**config.mk**
```make
export PLATFORM = sky130hd
export DESIGN_NAME = seq_divider
export DESIGN_NICKNAME = d
export VERILOG_FILES = /design/src/rtl/seq_divider_pkg.sv /design/src/rtl/seq_divider_step.sv /design/src/rtl/seq_divider.sv
export SDC_FILE = /design/constraint.sdc
export NUM_CORES = 1
export LEC_CHECK = 0
export CELL_PAD_IN_SITES_DETAIL_PLACEMENT = 2
export CELL_PAD_IN_SITES_GLOBAL_PLACEMENT = 2
export CORE_MARGIN = 1.5
export CORE_UTILIZATION = 32
export DETAILED_ROUTE_END_ITERATION = 8
export PLACE_DENSITY = 0.81
export SLEW_MARGIN = 25
export SYNTH_ARGS = -nofsm -noshare
export SYNTH_HDL_FRONTEND = slang
export SYNTH_HIERARCHICAL = 1
export SYNTH_SLANG_ARGS = --single-unit
```
**constraint.sdc**
```tcl
create_clock -name clk -period 3.6 [get_ports clk]
set_clock_uncertainty 0.2 [all_clocks]
set_input_delay 0.72 -clock clk [delete_from_list [all_inputs] [get_ports clk]]
set_output_delay 0.72 -clock clk [all_outputs]
set_load 0.005 [all_outputs]
```
**src/rtl/seq_divider_pkg.sv**
```systemverilog
// Shared types and helpers for the sequential signed divider.
package seq_divider_pkg;

  localparam int unsigned DIV_WIDTH = 16;
  localparam int unsigned DW2       = 2 * DIV_WIDTH;
  localparam int unsigned CNT_W     = $clog2(DW2);

  typedef enum logic [1:0] {
    IDLE = 2'd0,
    CALC = 2'd1,
    FIX  = 2'd2,
    DONE = 2'd3
  } state_e;

  // Magnitude of a two's-complement dividend; -2^(DW2-1) maps to 2^(DW2-1) unsigned.
  function automatic logic [DW2-1:0] abs_val(input logic [DW2-1:0] x);
    return x[DW2-1] ? ((~x) + DW2'(1)) : x;
  endfunction

endpackage

```
**src/rtl/seq_divider_step.sv**
```systemverilog
// One radix-2 restoring iteration: shift {r,q} left, subtract divisor when it fits.
module divider_step
  import seq_divider_pkg::*;
#(
  parameter int unsigned WIDTH = DIV_WIDTH
) (
  input  logic [WIDTH-1:0]   r_in,
  input  logic [2*WIDTH-1:0] q_in,
  input  logic [WIDTH:0]     d,
  output logic [WIDTH-1:0]   r_out,
  output logic [2*WIDTH-1:0] q_out
);

  localparam int unsigned RW = WIDTH + 1;
  localparam int unsigned QW = 2 * WIDTH;

  logic [RW-1:0] r_sh;
  logic [RW-1:0] diff;

  always_comb begin
    r_sh  = {r_in, q_in[QW-1]};
    diff  = r_sh - d;
    q_out = {q_in[QW-2:0], 1'b0};
    r_out = WIDTH'(r_sh);
    if (r_sh >= d) begin
      r_out    = WIDTH'(diff);
      q_out[0] = 1'b1;
    end
  end

endmodule

```
**src/rtl/seq_divider.sv**
```systemverilog
// Sequential signed restoring divider (2W / W -> 2W quotient, W remainder).
// Optional early exit for |dividend| < |divisor| under SEQ_DIVIDER_EARLY_EXIT_EN.
module seq_divider
  import seq_divider_pkg::*;
#(
  parameter int unsigned WIDTH = DIV_WIDTH
) (
  input  logic                 clk,
  input  logic                 rst_n,
  input  logic                 in_valid,
  output logic                 in_ready,
  input  logic [2*WIDTH-1:0]   dividend,
  input  logic [WIDTH-1:0]     divisor,
  output logic                 out_valid,
  input  logic                 out_ready,
  output logic [2*WIDTH-1:0]   quotient,
  output logic [WIDTH-1:0]     remainder,
  output logic                 div_by_zero,
  output logic                 overflow
);

  localparam int unsigned QW = 2 * WIDTH;
  localparam int unsigned RW = WIDTH + 1;

  state_e             state_q, state_d;
  logic [CNT_W-1:0]   cnt_q, cnt_d;
  logic [WIDTH-1:0]   r_q, r_d;
  logic [QW-1:0]      q_q, q_d;
  logic [RW-1:0]      d_q, d_d;
  logic               sign_quo_q, sign_quo_d;
  logic               sign_rem_q, sign_rem_d;
  logic               ovf_q, ovf_d;
  logic               in_ready_q, in_ready_d;
  logic               out_valid_q, out_valid_d;
  logic [QW-1:0]      quotient_q, quotient_d;
  logic [WIDTH-1:0]   remainder_q, remainder_d;
  logic               dbz_q, dbz_d;
  logic               overflow_q, overflow_d;

  logic [QW-1:0]      dd_abs;
  logic [RW-1:0]      dv_ext, dv_abs;
  logic               ovf_det, early;
  logic [WIDTH-1:0]   step_r_in, step_r;
  logic [QW-1:0]      step_q_in, step_q;
  logic [RW-1:0]      step_d;

  // Operand magnitudes; divisor extended one bit so 2^(W-1) is representable.
  always_comb begin
    dd_abs  = abs_val(dividend);
    dv_ext  = {divisor[WIDTH-1], divisor};
    dv_abs  = dv_ext[RW-1] ? ((~dv_ext) + RW'(1)) : dv_ext;
    ovf_det = (dividend == {1'b1, {(QW-1){1'b0}}}) && (divisor == {WIDTH{1'b1}});
`ifdef SEQ_DIVIDER_EARLY_EXIT_EN
    early   = (dd_abs < QW'(dv_abs));
`else
    early   = 1'b0;
`endif
  end

  // The first iteration runs on the incoming operands during accept.
  always_comb begin
    if (state_q == IDLE) begin
      step_r_in = '0;
      step_q_in = dd_abs;
      step_d    = dv_abs;
    end else begin
      step_r_in = r_q;
      step_q_in = q_q;
      step_d    = d_q;
    end
  end

  divider_step #(.WIDTH(WIDTH)) u_step (
    .r_in  (step_r_in),
    .q_in  (step_q_in),
    .d     (step_d),
    .r_out (step_r),
    .q_out (step_q)
  );

  always_comb begin
    state_d     = state_q;
    cnt_d       = cnt_q;
    r_d         = r_q;
    q_d         = q_q;
    d_d         = d_q;
    sign_quo_d  = sign_quo_q;
    sign_rem_d  = sign_rem_q;
    ovf_d       = ovf_q;
    out_valid_d = out_valid_q;
    quotient_d  = quotient_q;
    remainder_d = remainder_q;
    dbz_d       = dbz_q;
    overflow_d  = overflow_q;

    unique case (state_q)
      IDLE: begin
        if (in_valid && in_ready_q) begin
          sign_quo_d = dividend[QW-1] ^ divisor[WIDTH-1];
          sign_rem_d = dividend[QW-1];
          ovf_d      = ovf_det;
          d_d        = dv_abs;
          if (divisor == '0) begin
            state_d     = DONE;
            quotient_d  = '1;
            remainder_d = dividend[WIDTH-1:0];
            dbz_d       = 1'b1;
            overflow_d  = 1'b0;
            out_valid_d = 1'b1;
          end else if (early) begin
            state_d     = DONE;
            quotient_d  = '0;
            remainder_d = dividend[WIDTH-1:0];
            dbz_d       = 1'b0;
            overflow_d  = 1'b0;
            out_valid_d = 1'b1;
          end else begin
            state_d = CALC;
            r_d     = step_r;
            q_d     = step_q;
            cnt_d   = CNT_W'(1);
          end
        end
      end
      CALC: begin
        r_d   = step_r;
        q_d   = step_q;
        cnt_d = cnt_q + CNT_W'(1);
        if (cnt_q == CNT_W'(QW - 1)) state_d = FIX;
      end
      FIX: begin
        quotient_d  = sign_quo_q ? ((~q_q) + QW'(1)) : q_q;
        remainder_d = sign_rem_q ? ((~r_q) + WIDTH'(1)) : r_q;
        dbz_d       = 1'b0;
        overflow_d  = ovf_q;
        out_valid_d = 1'b1;
        state_d     = DONE;
      end
      DONE: begin
        if (out_ready) begin
          out_valid_d = 1'b0;
          state_d     = IDLE;
        end
      end
      default: state_d = IDLE;
    endcase

    in_ready_d = (state_d == IDLE);
  end

  always_ff @(posedge clk or negedge rst_n) begin
    if (!rst_n) begin
      state_q     <= IDLE;
      cnt_q       <= '0;
      r_q         <= '0;
      q_q         <= '0;
      d_q         <= '0;
      sign_quo_q  <= 1'b0;
      sign_rem_q  <= 1'b0;
      ovf_q       <= 1'b0;
      in_ready_q  <= 1'b1;
      out_valid_q <= 1'b0;
      quotient_q  <= '0;
      remainder_q <= '0;
      dbz_q       <= 1'b0;
      overflow_q  <= 1'b0;
    end else begin
      state_q     <= state_d;
      cnt_q       <= cnt_d;
      r_q         <= r_d;
      q_q         <= q_d;
      d_q         <= d_d;
      sign_quo_q  <= sign_quo_d;
      sign_rem_q  <= sign_rem_d;
      ovf_q       <= ovf_d;
      in_ready_q  <= in_ready_d;
      out_valid_q <= out_valid_d;
      quotient_q  <= quotient_d;
      remainder_q <= remainder_d;
      dbz_q       <= dbz_d;
      overflow_q  <= overflow_d;
    end
  end

  assign in_ready    = in_ready_q;
  assign out_valid   = out_valid_q;
  assign quotient    = quotient_q;
  assign remainder   = remainder_q;
  assign div_by_zero = dbz_q;
  assign overflow    = overflow_q;

endmodule

```
# --- Word-level counts from Yosys, hierarchy flattened ---
# Index checks and enable logic that the tools add are counted.
totals:
  reg_bits: 127
  in_bits: 52
  output_inout_bits: 52
  wordCells: 85
op_classes:
  n_addsub: 6
  magnitude_cmp: 1
  n_eq_ne: 10
  muxes: 37
  bitwise: 5
  n_reduce_logical: 12
ops:
  columns: ["operator", "n"]
  rows:
  - ["$mux 32", 7]
  - ["$pmux 32 s2", 2]
  - ["$mux 16", 7]
  - ["$add 32x1->32 const B", 2]
  - ["$not 32->32", 2]
  - ["$pmux 16 s2", 2]
  - ["$mux 17", 2]
  - ["$eq 32x32->1 const B", 1]
  - ["$add 17x1->17 const B", 1]
  - ["$ge 17x17->1", 1]
  - ["$not 17->17", 1]
  - ["$add 16x1->16 const B", 1]
  - ["$eq 16x16->1 const B", 1]
  - ["$logic_not 16->1", 1]
  - ["$not 16->16", 1]
  - ["$sub 16x16->16", 1]
  - ["$mux 5", 2]
  - ["$pmux 5 s2", 1]
  - ["$mux 2", 4]
  - ["$pmux 2 s4", 1]
  - ["$mux 1", 6]
  - ["$reduce_and 3->1", 2]
  - ["$add 5x1->5 const B", 1]
  - ["$eq 5x5->1 const B", 1]
  - ["13 further kinds", 20]

# --- Logic depth before layout (Yosys ltp) ---
logic_depth:
  depth_word: 9
  mapped_depth: 17

# --- Hierarchy ---
# Netlist, hierarchy kept.
modules_own_cells:
  columns: ["mod", "instances", "cells_each", "area_each_um2", "seq_area_each_um2"]
  rows:
  - ["seq_divider", 1, 838, 7838.8, 3179.3]
  - ["divider_step", 1, 182, 1372.6, 0.0]

# --- Least setup slack after synthesis ---
# OpenSTA, ideal clock, no wires.
synth_timing:
  kind: "input-to-reg"
  startpoint: "input divisor[3]"
  endpoint: "register r_q[12]"
  arrival_ns: 3.939
  slack_ns: -0.664
  cell_stages: 16
  path_buffers: 2
  path_cell_list: "nor4_4 -> nand2_1 -> o31a_1 -> xnor2_1 -> o21ai_0 -> inv_1 -> ha_1 -> buf_2 -> and3_1 -> a22o_1 -> o21ai_1 -> a31oi_4 -> a21oi_4 -> buf_6 -> mux2_4 -> mux2_2"
synth_via:
  elab_chain_cells: 9
synth_lines:
  columns: ["element", "line_no", "text"]
  rows:
  - ["from (decl)", "seq_divider.sv:13", "input logic [WIDTH-1:0] divisor,"]
  - ["$not 17->17 (*)", "seq_divider.sv:51", "dv_abs = dv_ext[RW-1] ? ((~dv_ext) + RW'(1)) : dv_ext;"]
  - ["$add 17x1->17 (*)", "seq_divider.sv:51", null]
  - ["$mux 17 (*)", "seq_divider.sv:51", null]
  - ["$mux 17 (*)", "seq_divider.sv:62", "if (state_q == IDLE) begin"]
  - ["net step_d[13]", "seq_divider.sv:45", "logic [RW-1:0] step_d;"]
  - ["$ge 17x17->1 (*)", "seq_divider_step.sv:25", "if (r_sh >= d) begin"]
  - ["$mux 16 (*)", "seq_divider_step.sv:25", null]
  - ["$mux 16", "seq_divider.sv:103", "if (divisor == '0) begin"]
  - ["$mux 16", "seq_divider.sv:98", "if (in_valid && in_ready_q) begin"]
  - ["$pmux 16 s2 (*)", "seq_divider.sv:96", "unique case (state_q)"]
  - ["net r_d[12]", "seq_divider.sv:27", "logic [WIDTH-1:0] r_q, r_d;"]
  - ["to (signal assigned)", "seq_divider.sv:170", "r_q <= r_d;"]
  - ["to (decl)", "seq_divider.sv:27", null]
# Mark *: on every way through the listed nets, which the timed path passes. The rest lies on a longest branch. The select of a mux whose other input is x is not followed.
# A chain may end at the register's enable or synchronous reset.

# --- Final worst setup path ---
layout_timing:
  startpoint: "input divisor[3]"
  endpoint: "register r_q[10]"
# The elaborated chain is that of the path after synthesis.

==> out/qor.yml <==
run_status:
  status: "finished, violations left"
  violations: "negative setup slack"
floorplanning:
  start_util_pct: 32.8
  dieArea_um2: 29800
  num_rows: 61
  die_w_um: 173
  die-height_um: 173
  core_area_um2: 28100
  io_pins: 104
yosys:
  synth.area.top_cells: "dfrtp_1, xor2_1, o21ai_0, nand2_1, mux2_4"
  yosysTopAreaCell: "dfrtp_1"
  synth_area_um2: 9210
  synth.distinct_cells: 67
  synthCells: 1020
  synth-xor-area-share_pct: 8.46
  synth_top_family_by_area: "compound AO/OA/AOI/OAI gates"
  ys_seq_area_share_pct: 34.5
  ys_warn_count: 6
  syn_avg_cell_area_um2: 9.03
  synth-simple-area-share_pct: 17.3
  synth.area.mux_share_pct: 11.5
  yosys.area_share.adder_pct: 3.48
  yosysTopAreaCellShare_pct: 34.2
  syn_nets: 1097
  synth_compound_area_share_pct: 17.8
  ys_ff_latch: 127
  synth_flop_cell: "dfrtp_1"
  synth-edff-count: 0
  synthArstFlopShare_pct: 100
detailed_routing:
  wl_per_cell_um: 25.9
  num_vias: 9145
  dr.pass1.iters: 4
  drtIter0Drc: 522
  totalWireLength_um: 41900
  drt.antenna.violating_nets: 0
  viasPerCell: 5.66
  drc_errors: 0
pwr:
  peakVddDrop_v: 0.000406
  p_per_area_nw_per_um2: 1180
  leakagePower_uw: 0.00536
  finalPower_uw: 14800
clocking:
  cts_htree_levels: 4
  root_buffer: "clkbuf_16"
  clock_path_buffers: 2
  cts_tree: "built"
  clkLatencyLatePin_ns: 0.47
  cts_buffers: 17
  path_clk_slew_ns: 0.07
  clock_sinks: 127
worst_hold_path:
  hold_class: "in -> async"
worst_setup_path:
  worst_setup_path_end_kind: "flip-flop"
  crit_type: "in -> reg"
  critPathLaunchType: "input pin"
  r2r-end: "r_q[3]"
  crit_fanout: 7
  r2r-start: "state_q[0]"
  reg2reg_depth: 14
  cp.arrival_ns: 4.36
  r2r_slack_ns: -0.48
  worstPathRequired_ns: 3.74
finish:
  regArea_um2: 3180
  layout_common_cells: "buf_4, dfrtp_1, nand2_1"
  final_common_cell: "buf_4"
  nFillCells: 3000
  multi_input_area_um2: 5790
  layout-drive-gt1-share_pct: 28.0
  final_nets: 1303
  antenna_cells: 0
  synthToLayoutAreaGrowth_pct: 35.9
  final_cells: 1617
sta:
  finalHoldViolations: 0
  tightest_slew_ns: 0.863
  fin_crit_sh_pct: 117
  clock.fmax_ghz: 0.237
  hold_ws_ns: 0.122
  period_minus_slack_ns: 4.22
  maxSlewViolCount: 0
  setup_viol: 17
  setup_slack_ns: -0.622
  rsz0062_at_grt: "true"
  max_slew_margin_pct: 42.5
  tns_ns: -9.91
flow_run:
  drv_cap: 0
global_routing:
  grt_use_total_pct: 27.0
  grt_pass1_vias: 10473
  globalRouteOverflowTotal: 0
  grt_pass1_wl_um: 62500
  antenna_found_initial: 0
  grt_max_degree: 83
placed_design:
  io_buffers: 103
  post-dp-hpwl_um: 24900
  place_ws_ns: -1.37
  dp.cells: 1556
  gp_congestion: 0.828
==> cell families after synthesis <==
logic type,Yosys count
buf+inv,118
compound gates,255
flops,127
xor+xnor,89
fa+ha+maj,25
simple gates,318
mux,88
==> flip-flops by register name, indices dropped and copies added, names as in the netlist <==
register	cells
sign_rem_q	1
out_valid	1
remainder	16
q_q	32
div_by_zero	1
r_q	16
overflow	1
in_ready	1
state_q	2
sign_quo_q	1
d_q	17
quotient	32
cnt_q	5
ovf_q	1
==> critical path, stage by stage <==
cell,delay (ns)
buf_8,0.10
nor4_4,0.35
nand2_2,0.19
buf_6,0.16
o31ai_4,0.18
xor2_1,0.12
o21ai_1,0.16
inv_1,0.09
ha_4,0.28
nand4_1,0.20
or3_1,0.41
a31o_1,0.24
a31oi_4,0.21
a21oi_4,0.14
buf_12,0.18
mux2_4,0.31
mux2_4,0.29
==> worst max path at each step <==
stage | from | endpoint | slack [ns] | depth (start not counted)
after floorplan | divisor[4] | r_q[12] | -0.56 | 15
after detailed placement | dividend[26] | r_q[14] | -1.37 | 15
after CTS | divisor[3] | r_q[2] | -0.48 | 16
after global routing | divisor[3] | r_q[10] | -0.66 | 17
after global placement | divisor[7] | r_q[7] | -1.17 | 15
final | divisor[3] | r_q[10] | -0.62 | 17
==> power by group <==
| part | internal (µW) | leakage [µW] | total (µW) | switching (µW) |
|---|---|---|---|---|
| logic | 4930 | 0.00363 | 9960 | 5020 |
| clock network | 974 | 0.000273 | 1820 | 844 |
| registers | 2120 | 0.00146 | 3050 | 928 |
==> through the flow <==
step	instance area, µm²	util (%)
floorplan	9260	-
global placement	11400	40.5
detailed placement	11400	40.5
CTS	12300	43.8
global route	12500	44.6
finish	12500	44.6
==> timing repair <==
action                     CTS  global route
gates resized for setup    105            37
buffers inserted            15            13
pin swaps                   38            26
setup endpoints to repair   17            17
hold buffers                 0             0
gates cloned                 1             1
==> synth_stat cells (17+ instances only) <==
master / n
buf_4: 31
mux2i_1: 26
o31ai_1: 25
nor2_1: 73
inv_1: 32
and2_1: 17
ha_1: 24
mux2_4: 27
nor3_1: 23
a21oi_1: 50
xor2_1: 68
nand3_1: 17
dfrtp_1: 126
clkbuf_1: 37
mux2_2: 33
xnor2_1: 21
o21ai_0: 98
nand2_1: 111
o41ai_1: 18
==> area by class of cell <==
type / count / share of cell area, %
Inverter: 32 / 0.960
Sequential cell: 127 / 25.4
Multi-Input combinational cell: 775 / 46.2
Clock inverter: 14 / 1.16
Timing Repair Buffer: 273 / 19.0
Clock buffer: 18 / 3.43
Tap cell: 378 / 3.78
==> layer usage <==
metal / share of wire, % / wire length (µm) / GRT usage (%)
met1: 38 / 15900 / 28.9
met2: 54 / 22500 / 50.0
met3: 3.5 / 1480 / 4.53
met4: 4.9 / 2050 / 15.2
met5: 0 / 0 / 0
Note: power is estimated with default switching activity, not from simulation.
==> RTL edit 1: new RTL, same settings <==
Register the output `overflow` once more, cleared by the reset; this adds one clock of latency there. The other outputs are not delayed to match.
--- a/src/rtl/seq_divider.sv
+++ b/src/rtl/seq_divider.sv
@@ -187,7 +187,13 @@
   assign quotient    = quotient_q;
   assign remainder   = remainder_q;
   assign div_by_zero = dbz_q;
-  assign overflow    = overflow_q;
+  always_ff @(posedge clk or negedge rst_n) begin
+    if (!rst_n) begin
+      overflow <= '0;
+    end else begin
+      overflow <= overflow_q;
+    end
+  end
 
 endmodule
 
Behaviour: no difference found for any inputs over 10 cycles, from zero or initial values and one cycle with rst_n low; that may be too few to reach the edited logic, so the function may still have changed.
==> RTL edit 1 against the original RTL <==
  * The flow still finishes with violations (setup timing)
  * Power barely moved
  * Final area rose by 1.1%
  * Non-clock buffer count rose by 4
  * Wire length fell by 1.9%
  * Sequential cell count rose by 1
  * Fmax fell by 0.95%
  * Synthesized area rose by 0.27%
  * Setup slack got worse by 0.041 ns
  * Critical path type unchanged
  * Critical endpoint is now r_q[13]
  * Largest cell class unchanged
  * Highest routed layer unchanged
==> RTL edit 1: results <==
metrics = {
    "logic_synthesis": {
        "synth_mux_area_frac": 0.115,
        "yosysSeqAreaShare": 0.347,
        "syn_avg_cell_area_um2": 9.05,
        "synth_common_cells": "dfrtp_1, nand2_1, o21ai_0, nor2_1, xor2_1",
        "synth_compound_area_frac": 0.177,
        "synth_xor_area_frac": 0.0844,
        "synth_nets": 1098,
    },
    "detailed_routing": {
        "via_per_inst": 5.61,
        "wl_met1_mm": 16.0,
        "drt_iter0_markers": 446,
        "drt-total-wl_mm": 41.1,
        "met2_length_mm": 22.0,
    },
    "run_status": {
        "status": "finished, violations left",
        "violations": "setup timing",
    },
    "final_layout": {
        "drive_gt1_frac": 0.284,
        "fill_cells": 3074,
        "multi_input_area_um2": 5810,
        "nNetsFinal": 1308,
    },
    "power": {
        "p_leak_nw": 5.43,
        "p_seq_mw": 3.01,
        "p_sw_mw": 6.68,
        "peakVddDrop_v": 0.000406,
        "pwr-share-clk": 0.125,
        "seqPwrFrac": 0.203,
    },
    "sta": {
        "setup_tns_ns": -10.35,
        "setup_ws_ns": -0.663,
        "worst_slew_pin_slew_ns": 0.810,
        "finalSetupViolCount": 17,
    },
    "cts": {
        "cts_setup_buffers": 20,
        "cts.repair.resized": 109,
    },
    "grt": {
        "grt_pass1_vias": 10431,
        "grt_pass1_wl_mm": 62.3,
        "grt_use_met1": 0.294,
        "grt_max_degree": 61,
        "grt_usage": 0.269,
    },
    "critical_path": {
        "arrival_ns": 4.38,
        "cp_top_family": "compound AO/OA/AOI/OAI gates",
        "critical-path-slowest-cell": "nor4_2",
        "max_stage_delay_ns": 0.32,
    },
    "placement": {
        "gp_congestion": 0.824,
        "place_ws_ns": -1.42,
        "dpl.hpwl_mm": 25.2,
        "post_dp_cell_area_um2": 11400,
    },
}
-- RTL edit 1: cell count changes after synthesis, sizes merged --
cell   unedited run  this run
dfrtp           126       127
-- RTL edit 1: area by class of cell --
type                            instances  area share
Antenna cell                            1    0.000198
Clock buffer                           18      0.0339
Clock inverter                         14      0.0132
Inverter                               32     0.00969
Multi-Input combinational cell        775       0.459
Sequential cell                       128       0.253
Tap cell                              384      0.0380
Timing Repair Buffer                  277       0.192
-- RTL edit 1: path summary, 6_finish.rpt --
kind | endpoint | startpoint | cells after the start | slack (ns)
hold / removal | q_q[24] | rst_n | 1 | 0.04
max in group asynchronous | in_ready | rst_n | 2 | 2.22
setup / recovery | r_q[13] | dividend[14] | 18 | -0.66
hold reg to reg | overflow | overflow_q | 0 | 0.24
min in group clk | overflow | overflow_q | 0 | 0.24
setup reg to reg | r_q[13] | state_q[0] | 14 | -0.46
==> RTL edit 2: new RTL, config.mk and constraints unchanged <==
Made on the original files. The package constant `DIV_WIDTH` goes from 16 to 8.
--- a/src/rtl/seq_divider_pkg.sv
+++ b/src/rtl/seq_divider_pkg.sv
@@ -1,7 +1,7 @@
 // Shared types and helpers for the sequential signed divider.
 package seq_divider_pkg;
 
-  localparam int unsigned DIV_WIDTH = 16;
+  localparam int unsigned DIV_WIDTH = 8;
   localparam int unsigned DW2       = 2 * DIV_WIDTH;
   localparam int unsigned CNT_W     = $clog2(DW2);
 
Interface: changed (resized dividend, divisor, quotient and remainder); port bits go from 104 to 56. No check against the original RTL was run, so the function may have changed too.
==> RTL edit 2 against the original RTL <==
  * The flow still finishes with violations (setup timing)
  * Via count fell by 54%
  * Sequential share of layout area increased by 2.1 points
  * Synthesized area fell by 48%
  * Setup slack improved by 0.57 ns
  * Wire length is 60% lower
  * Clock power is 49% lower
  * Critical endpoint is now r_q[1]
  * Hold slack improved by 0.13 ns
  * Sequential cell count decreased by 57
  * Final area shrank 49%
  * Largest power group unchanged
  * Power is 52% lower
==> RTL edit 2: results <==
metrics = {
    "detailed_routing": {
        "wire_per_inst_um": 20.7,
        "drt_iter0_markers": 127,
        "drt-total-wl_mm": 16.7,
        "via_per_inst": 5.26,
    },
    "placement": {
        "place_inst": 777,
        "dpl.hpwl_mm": 11.2,
        "port_buffers": 55,
        "gp_congestion": 0.826,
        "post_dp_cell_area_um2": 5770,
        "place_ws_ns": -0.860,
    },
    "logic_synthesis": {
        "synth_compound_area_frac": 0.156,
        "yosysUniqueCellTypes": 64,
        "synth_fa_ha_area_frac": 0.0434,
        "synth_nets": 563,
        "yosysSeqAreaShare": 0.366,
        "synth_mux_area_frac": 0.109,
        "ys_top_cells_by_area": "dfrtp_1, xor2_1, nand2_1, mux2_4, ha_1",
        "yosysWarnings": 6,
        "synth_xor_area_frac": 0.0786,
        "synthCells": 519,
        "async_reset_ff_frac": 1.00,
        "synth_common_cells": "nand2_1, dfrtp_1, nor2_1, xor2_1, o21ai_0",
    },
    "power": {
        "p_int_mw": 4.13,
        "peakVddDrop_v": 0.000451,
        "p_seq_mw": 1.56,
        "power_frac_comb": 0.645,
        "p_leak_nw": 2.83,
    },
    "grt": {
        "grt_max_degree": 32,
        "grt_pass1_vias": 4763,
        "grt_usage": 0.213,
        "grt_pass1_wl_mm": 26.0,
    },
    "final_layout": {
        "drive_gt1_frac": 0.265,
        "antennaDiodeCount": 0,
        "nNetsFinal": 658,
    },
    "run_status": {
        "violations": "setup timing",
        "status": "finished, violations left",
    },
    "critical_path": {
        "max_stage_delay_ns": 0.32,
        "rr_worst_depth": 12,
        "arrival_ns": 3.74,
        "cp_max_fo": 5,
        "cp-startpoint": "dividend[5]",
        "endpoint": "r_q[1]",
        "worst-r2r-setup-slack_ns": 0.17,
        "rr_startpoint": "state_q[1]",
        "critical-path-slowest-cell": "mux2i_1",
        "rr_endpoint": "r_q[6]",
    },
    "cts": {
        "worstSkewPairLatency_ns": 0.35,
        "h-tree-depth": 3,
        "numCtsBuffers": 9,
    },
    "sta": {
        "finalSetupViolCount": 5,
        "slew_headroom": 0.473,
        "setup_tns_ns": -0.136,
        "setup_ws_ns": -0.0496,
        "timing.hold.ws_ns": 0.251,
    },
}
## RTL edit 2: changes by cell type after synthesis, moves of 17 or more
cell      delta
clkbuf_1    -23
o21ai_0     -69
o41ai_1     -18
o21ai_1     +17
mux2_2      -22
nand2_1     -41
nor2_1      -31
xor2_1      -37
a21oi_1     -24
nor3_1      -19
dfrtp_1     -57
## RTL edit 2: cell families (layout without fill, tap and decap cells)
logic type / count (synthesis) / in the layout
buf+inv: 61 / 161
compound gates: 114 / 114
xor+xnor: 43 / 43
mux: 42 / 42
simple gates: 173 / 173
flops: 70 / 70
fa+ha+maj: 16 / 16
## RTL edit 2: worst max-delay path, delay by kind of cell
family,cells,cell delay [ns]
buffers and inverters,7,1.05
AOI/OAI and AO/OA,3,0.64
muxes,2,0.52
and+or+nand+nor,4,0.57
adders and majority gates,1,0.22
## RTL edit 2: timing repair
item / in CTS / in global routing
pin swaps: 17 / 11
gates cloned: 0 / 0
setup endpoints to repair: 9 / 8
gates resized for setup: 66 / 16
setup buffers: 5 / 5
## RTL edit 2: final cells by class
class                      instances  area (µm²)
clock inverter                     4        45.0
clock buffer                      12         256
inverter                          21        78.8
timing repair buffer             124        1090
tap                              184         230
fill                            1552        8220
sequential                        70        1750
multi-input combinational        388        2920
## RTL edit 2: metal layers
metal / wire length [µm] / share of wire / global-route usage
met2: 9370 / 0.56 / 0.416
met4: 418 / 0.025 / 0.0548
met5: 0 / 0 / 0
met3: 433 / 0.026 / 0.0454
met1: 6430 / 0.39 / 0.231
## RTL edit 2: metrics by stage
step	total power, mW	util
3_3_place_gp	4.99	0.395
5_1_grt	7.49	0.436
4_1_cts	6.61	0.430
2_1_floorplan	4.15	-
6_report	7.05	0.436
3_5_place_dp	5.29	0.395
